**src/rtl/rom_load_arbiter.sv**
```systemverilog
// HPS "Load ROM" sequencer and single-port arbiter for the PC-8001 ROM store.
// Optional feature: define ROM_LOAD_CHECKSUM_EN to add a 16-bit sum of accepted bytes.
`timescale 1ns/1ps

module rom_load_arbiter #(
  parameter int ADDR_W      = 15,
  parameter int ROM_SIZE    = 32768,
  parameter int INDEX       = 1,
  parameter int HOLD_CYCLES = 1024
) (
  input  logic              clk_sys,
  input  logic              reset_n,
  input  logic              ioctl_download,
  input  logic [7:0]        ioctl_index,
  input  logic              ioctl_wr,
  input  logic [24:0]       ioctl_addr,
  input  logic [7:0]        ioctl_dout,
  input  logic              cpu_req,
  input  logic              cpu_we,
  input  logic [ADDR_W-1:0] cpu_addr,
  input  logic [7:0]        cpu_din,
  output logic [7:0]        cpu_dout,
  output logic              cpu_ack,
  output logic [ADDR_W-1:0] mem_addr,
  output logic [7:0]        mem_din,
  output logic              mem_we,
  input  logic [7:0]        mem_dout,
  output logic              core_reset_n,
  output logic              load_done,
  output logic              overflow,
`ifdef ROM_LOAD_CHECKSUM_EN
  output logic [15:0]       checksum,
`endif
  output logic [1:0]        dbg_state_o
);

  // cpu_req/cpu_ack handshake: the requester holds cpu_req until it sees a
  // one-cycle cpu_ack; a request is taken only in IDLE with the access slot
  // free, so cpu_req still high during the ack cycle is never a new request.

  typedef enum logic [1:0] {
    ST_IDLE = 2'd0,
    ST_LOAD = 2'd1,
    ST_HOLD = 2'd2
  } state_t;

  typedef enum logic [1:0] {
    CPU_READY = 2'd0,
    CPU_ISSUE = 2'd1,
    CPU_ACK   = 2'd2
  } cpu_phase_t;

  localparam int               CNT_W     = $clog2(HOLD_CYCLES + 1);
  localparam logic [CNT_W-1:0] CNT_LAST  = CNT_W'(HOLD_CYCLES - 1);
  localparam logic [25:0]      ROM_LIMIT = 26'(ROM_SIZE);

  state_t            state_q, state_d;
  cpu_phase_t        phase_q, phase_d;
  logic [CNT_W-1:0]  cnt_q, cnt_d;
  logic [ADDR_W-1:0] mem_addr_q, mem_addr_d;
  logic [7:0]        mem_din_q, mem_din_d;
  logic              mem_we_q, mem_we_d;
  logic              cpu_ack_q, cpu_ack_d;
  logic              core_reset_n_q, core_reset_n_d;
  logic              load_done_q, load_done_d;
  logic              loaded_q, loaded_d;
  logic              overflow_q, overflow_d;
  logic [15:0]       checksum_q, checksum_d;

  logic ld_match;
  logic enter_load;
  logic in_range;
  logic unused_index_hi;

  assign ld_match   = ioctl_download && (ioctl_index[5:0] == 6'(INDEX));
  assign enter_load = ld_match && (state_q != ST_LOAD);
  assign in_range   = ({1'b0, ioctl_addr} < ROM_LIMIT);
  assign unused_index_hi = ^ioctl_index[7:6];

  always_comb begin
    state_d        = state_q;
    phase_d        = phase_q;
    cnt_d          = cnt_q;
    mem_addr_d     = mem_addr_q;
    mem_din_d      = mem_din_q;
    mem_we_d       = 1'b0;
    cpu_ack_d      = 1'b0;
    core_reset_n_d = core_reset_n_q;
    load_done_d    = load_done_q;
    loaded_d       = loaded_q;
    overflow_d     = overflow_q;
    checksum_d     = checksum_q;

    case (state_q)
      ST_IDLE: begin
        if (!enter_load) begin
          case (phase_q)
            CPU_READY: begin
              if (cpu_req) begin
                mem_addr_d = cpu_addr;
                mem_din_d  = cpu_din;
                mem_we_d   = cpu_we;
                phase_d    = CPU_ISSUE;
              end
            end
            CPU_ISSUE: begin
              cpu_ack_d = 1'b1;
              phase_d   = CPU_ACK;
            end
            default: phase_d = CPU_READY;
          endcase
        end
      end

      ST_LOAD: begin
        // A strobe in the same cycle the download drops is still honoured.
        if (ioctl_wr) begin
          if (in_range) begin
            mem_addr_d = ioctl_addr[ADDR_W-1:0];
            mem_din_d  = ioctl_dout;
            mem_we_d   = 1'b1;
            checksum_d = checksum_q + {8'h00, ioctl_dout};
          end else begin
            overflow_d = 1'b1;
          end
        end
        if (!ioctl_download) begin
          state_d = ST_HOLD;
          cnt_d   = '0;
        end
      end

      ST_HOLD: begin
        if (!enter_load) begin
          if (cnt_q == CNT_LAST) begin
            state_d        = ST_IDLE;
            core_reset_n_d = 1'b1;
            load_done_d    = load_done_q | loaded_q;
          end else begin
            cnt_d = cnt_q + 1'b1;
          end
        end
      end

      default: state_d = ST_HOLD;
    endcase

    // Starting a download drops any half-finished CPU access without an ack.
    if (enter_load) begin
      state_d        = ST_LOAD;
      phase_d        = CPU_READY;
      mem_we_d       = 1'b0;
      cpu_ack_d      = 1'b0;
      core_reset_n_d = 1'b0;
      overflow_d     = 1'b0;
      loaded_d       = 1'b1;
      checksum_d     = 16'h0000;
    end
  end

  always_ff @(posedge clk_sys) begin
    if (!reset_n) begin
      state_q        <= ST_HOLD;
      phase_q        <= CPU_READY;
      cnt_q          <= '0;
      mem_addr_q     <= '0;
      mem_din_q      <= 8'h00;
      mem_we_q       <= 1'b0;
      cpu_ack_q      <= 1'b0;
      core_reset_n_q <= 1'b0;
      load_done_q    <= 1'b0;
      loaded_q       <= 1'b0;
      overflow_q     <= 1'b0;
      checksum_q     <= 16'h0000;
    end else begin
      state_q        <= state_d;
      phase_q        <= phase_d;
      cnt_q          <= cnt_d;
      mem_addr_q     <= mem_addr_d;
      mem_din_q      <= mem_din_d;
      mem_we_q       <= mem_we_d;
      cpu_ack_q      <= cpu_ack_d;
      core_reset_n_q <= core_reset_n_d;
      load_done_q    <= load_done_d;
      loaded_q       <= loaded_d;
      overflow_q     <= overflow_d;
      checksum_q     <= checksum_d;
    end
  end

  // The RAM returns data one cycle after the address, which lines up with the
  // ack cycle, so read data is passed through rather than re-registered.
  assign cpu_dout     = cpu_ack_q ? mem_dout : 8'h00;
  assign cpu_ack      = cpu_ack_q;
  assign mem_addr     = mem_addr_q;
  assign mem_din      = mem_din_q;
  assign mem_we       = mem_we_q;
  assign core_reset_n = core_reset_n_q;
  assign load_done    = load_done_q;
  assign overflow     = overflow_q;
  assign dbg_state_o  = state_q;

`ifdef ROM_LOAD_CHECKSUM_EN
  assign checksum = checksum_q;
`else
  logic unused_checksum;
  assign unused_checksum = ^checksum_q;
`endif

endmodule

```
**config.mk**
```make
export PLATFORM = sky130hd
export DESIGN_NAME = rom_load_arbiter
export DESIGN_NICKNAME = d
export VERILOG_FILES = /design/src/rtl/rom_load_arbiter.sv
export SDC_FILE = /design/constraint.sdc
export NUM_CORES = 1
export LEC_CHECK = 0
export CAP_MARGIN = 5
export CELL_PAD_IN_SITES_DETAIL_PLACEMENT = 2
export CELL_PAD_IN_SITES_GLOBAL_PLACEMENT = 2
export CORE_ASPECT_RATIO = 1.5
export CORE_UTILIZATION = 22
export CTS_CLUSTER_DIAMETER = 150
export CTS_CLUSTER_SIZE = 8
export DETAILED_ROUTE_END_ITERATION = 7
export PLACE_DENSITY_LB_ADDON = 0.1
export SLEW_MARGIN = 5
export SYNTH_ARGS = -nofsm -noshare
export SYNTH_HDL_FRONTEND = slang
export SYNTH_SLANG_ARGS = --single-unit
```
**constraint.sdc**
```tcl
create_clock -name clk_sys -period 2.32 [get_ports clk_sys]
set_input_delay 0.348 -clock clk_sys [delete_from_list [all_inputs] [get_ports clk_sys]]
set_output_delay 0.348 -clock clk_sys [all_outputs]
set_load 0.01 [all_outputs]
```
==> run_results.csv <==
group,metric,value,unit
power,irDropWorstVdd,0.000221,V
floorplan,dieArea,11000,µm²
routing,ant_nets,0,
final_layout,area_delta_synth_final,59.3,%
global_routing,grt_start_max_net_pins,31,
clocking,cts.repair.resized,0,
clocking,cts_root_buf,"clkbuf_16",
sta,rsz0062_at_grt,"false",
power,netSwitchingPower,0.364,mW
critical_path,end_kind,"flop",
global_routing,grt_first_pass_wirelength,11300,µm
global_routing,antenna_found_initial,0,
final_layout,finish.utilization,0.363,
power,p_seq_frac,0.446,
clocking,hold_buffers,0,
critical_path,reg2reg_slack,0.42,ns
routing,wirelength,6860,µm
yosys,yosys_warnings,0,
yosys,synthArstFlopShare,0,
clocking,cts_tree,"built",
yosys,yosysTopAreaCell,"dfxtp_1",
final_layout,fin_cells,506,
routing,drc,0,
placement,io_buffers,113,
clocking,clk_latency,0.29,ns
routing,first_iter_violations,37,
floorplan,initial_core_util,0.228,
placement,gp_congestion,0.670,
clocking,cts-htree-levels,2,
power,p_sw_frac,0.211,
critical_path,cp.arrival,2.13,ns
sta,hold_viol,0,
yosys,synth_area,2320,µm²
yosys,yosysMostFrequentCell,"dfxtp_1",
floorplan,fp.dieH,128,µm
yosys,synth_ff_type,"dfxtp_1",
critical_path,path_class,"input pin to flop",
worst_hold_path,hp-class,"flop to flop",
yosys,ys_top_cells_by_count,"dfxtp_1, nand2_1, mux2i_1",
floorplan,num_io_pins,116,
yosys,synthDominantCellAreaShare,0.379,
power,power.density,465,nW/µm²
routing,wl_per_cell,13.5,µm
clocking,cts.sinks,44,
sta,tns,0,ns
yosys,ys_seq_area_frac,0.379,
final_layout,diodes,0,
power,leakage,1.44,nW
yosys,ys_ff_latch,44,
sta,setup_viol,0,
sta,fmax,523,MHz
power,p_comb_frac,0.120,
yosys,synthDistinctLibCells,48,
floorplan,dieWidth,85.9,µm
sta,drv_slew,0,
yosys,synth_area_per_cell,8.98,µm²
routing,detailroute.via_count,2296,
sta,skew,0.00585,ns
yosys,synth_cells,259,
clocking,cts_setup_buffers,0,
clocking,clk_pin_slew,0.06,ns
placement,placed_cells,499,
power,internal_power,1.36,mW
routing,dr.pass1.iters,4,
power,clkPwrFrac,0.434,
floorplan,core,10200,µm²
sta,timing.final.crit_share,0.824,
flow_run,maxCapViolations,0,
critical_path,setup.worst_path.start_class,"input pin",
sta,slew_headroom,0.619,
sta,hold_ws,0.431,ns
clocking,cts_buffer_depth,2,
floorplan,placementRows,45,
global_routing,grt_use_total,0.131,
yosys,synth.area.top_cells,"dfxtp_1, mux2i_1, o211ai_1",
critical_path,worstPathRequired,2.53,ns
placement,dp_hpwl,5340,µm
routing,via_per_inst,4.54,
final_layout,layout-drive-gt1-share,0.0630,
sta,fin_crit,1.91,ns
clocking,cts_buffers,5,
yosys,synth-edff-count,0,
global_routing,first_global_vias,2433,
sta,tightest_slew,0.572,ns
critical_path,path_max_fanout,23,
yosys,synth.net_count,338,
global_routing,grt_overflow,0,
final_layout,final_nets,444,
outcome,status,"finished, final reports clean",
-- routing by layer --
layer / routed length [µm] / global-route usage
met5: 0 / 0
met4: 95 / 0.0471
met3: 542 / 0.0470
met2: 3770 / 0.247
met1: 2450 / 0.130
-- power groups by stage --
stage	Combinational [mW]	Sequential [mW]	Clock (mW)
3_5_place_dp	0.211	0.785	0
3_3_place_gp	0.207	0.785	0
4_1_cts	0.212	0.768	0.777
5_1_grt	0.227	0.769	0.805
6_report	0.207	0.768	0.748
2_1_floorplan	0.0659	0.784	0
-- cell type report --
type / instances / area (µm²)
clock buffer: 7 / 153
inverter: 3 / 11.3
timing repair buffer: 118 / 1180
multi-input combinational: 193 / 1310
fill: 1164 / 6490
tap: 141 / 176
sequential: 44 / 881
-- stage by stage --
step	power (mW)	area [µm²]	setup WS (ns)
floorplan	0.850	2320	0.635
finish	1.72	3700	0.409
global route	1.80	3700	0.246
CTS	1.76	3700	0.369
detailed placement	0.996	3550	0.0861
global placement	0.992	3550	0.113
-- placed cells by master (no fill, tap or decap), drive strengths merged, types with 2 or more instances in the layout --
master         synthesis  final
and4                   2      2
nand3b                 2      2
buf                    9      6
or4                    3      3
nor3                   2      2
or2b                   4      4
nor2                   9      9
and2b                  3      3
mux2i                 27     27
nand2                 35     35
or3                    3      3
nand3                  4      4
inv                    3      3
clkbuf                10      7
nor2b                  2      2
clkdlybuf4s50          0    112
and2                   8      8
a21oi                 11     11
dfxtp                 44     44
o211ai                23     23
nand4                  2      2
o31ai                  2      2
nor4                   5      5
a21boi                 2      2
nand2b                24     24
o21ai                  7      7
-- path summary, 6_finish.rpt --
path                  start          end  cells past startpoint
min reg2reg       cnt_q[10]    cnt_q[10]                      2
max          ioctl_index[3]  mem_addr[2]                      6
min               cnt_q[10]    cnt_q[10]                      2
max reg2reg        cnt_q[0]     cnt_q[4]                      5
-- worst max-delay path, cell delays in order --
cell,delay [ns]
clkdlybuf4s50_1,0.40
or4_4,0.56
nor2_1,0.16
a221o_1,0.22
buf_12,0.22
mux2i_1,0.21
-- flip-flops by register name, indices dropped and copies added (netlist names) --
register,flops
mem_din,8
overflow,1
cnt_q,11
cpu_ack,1
mem_we,1
mem_addr,15
load_done,1
core_reset_n,1
loaded_q,1
phase_q,2
dbg_state_o,2
-- cells by family after synthesis --
logic type	synth area share
and+or+nand+nor	0.281
AOI/OAI and AO/OA	0.159
DFF	0.379
muxes	0.116
buffers and inverters	0.0592
adders and majority gates	0.00538
(Power assumes the default switching activity.)
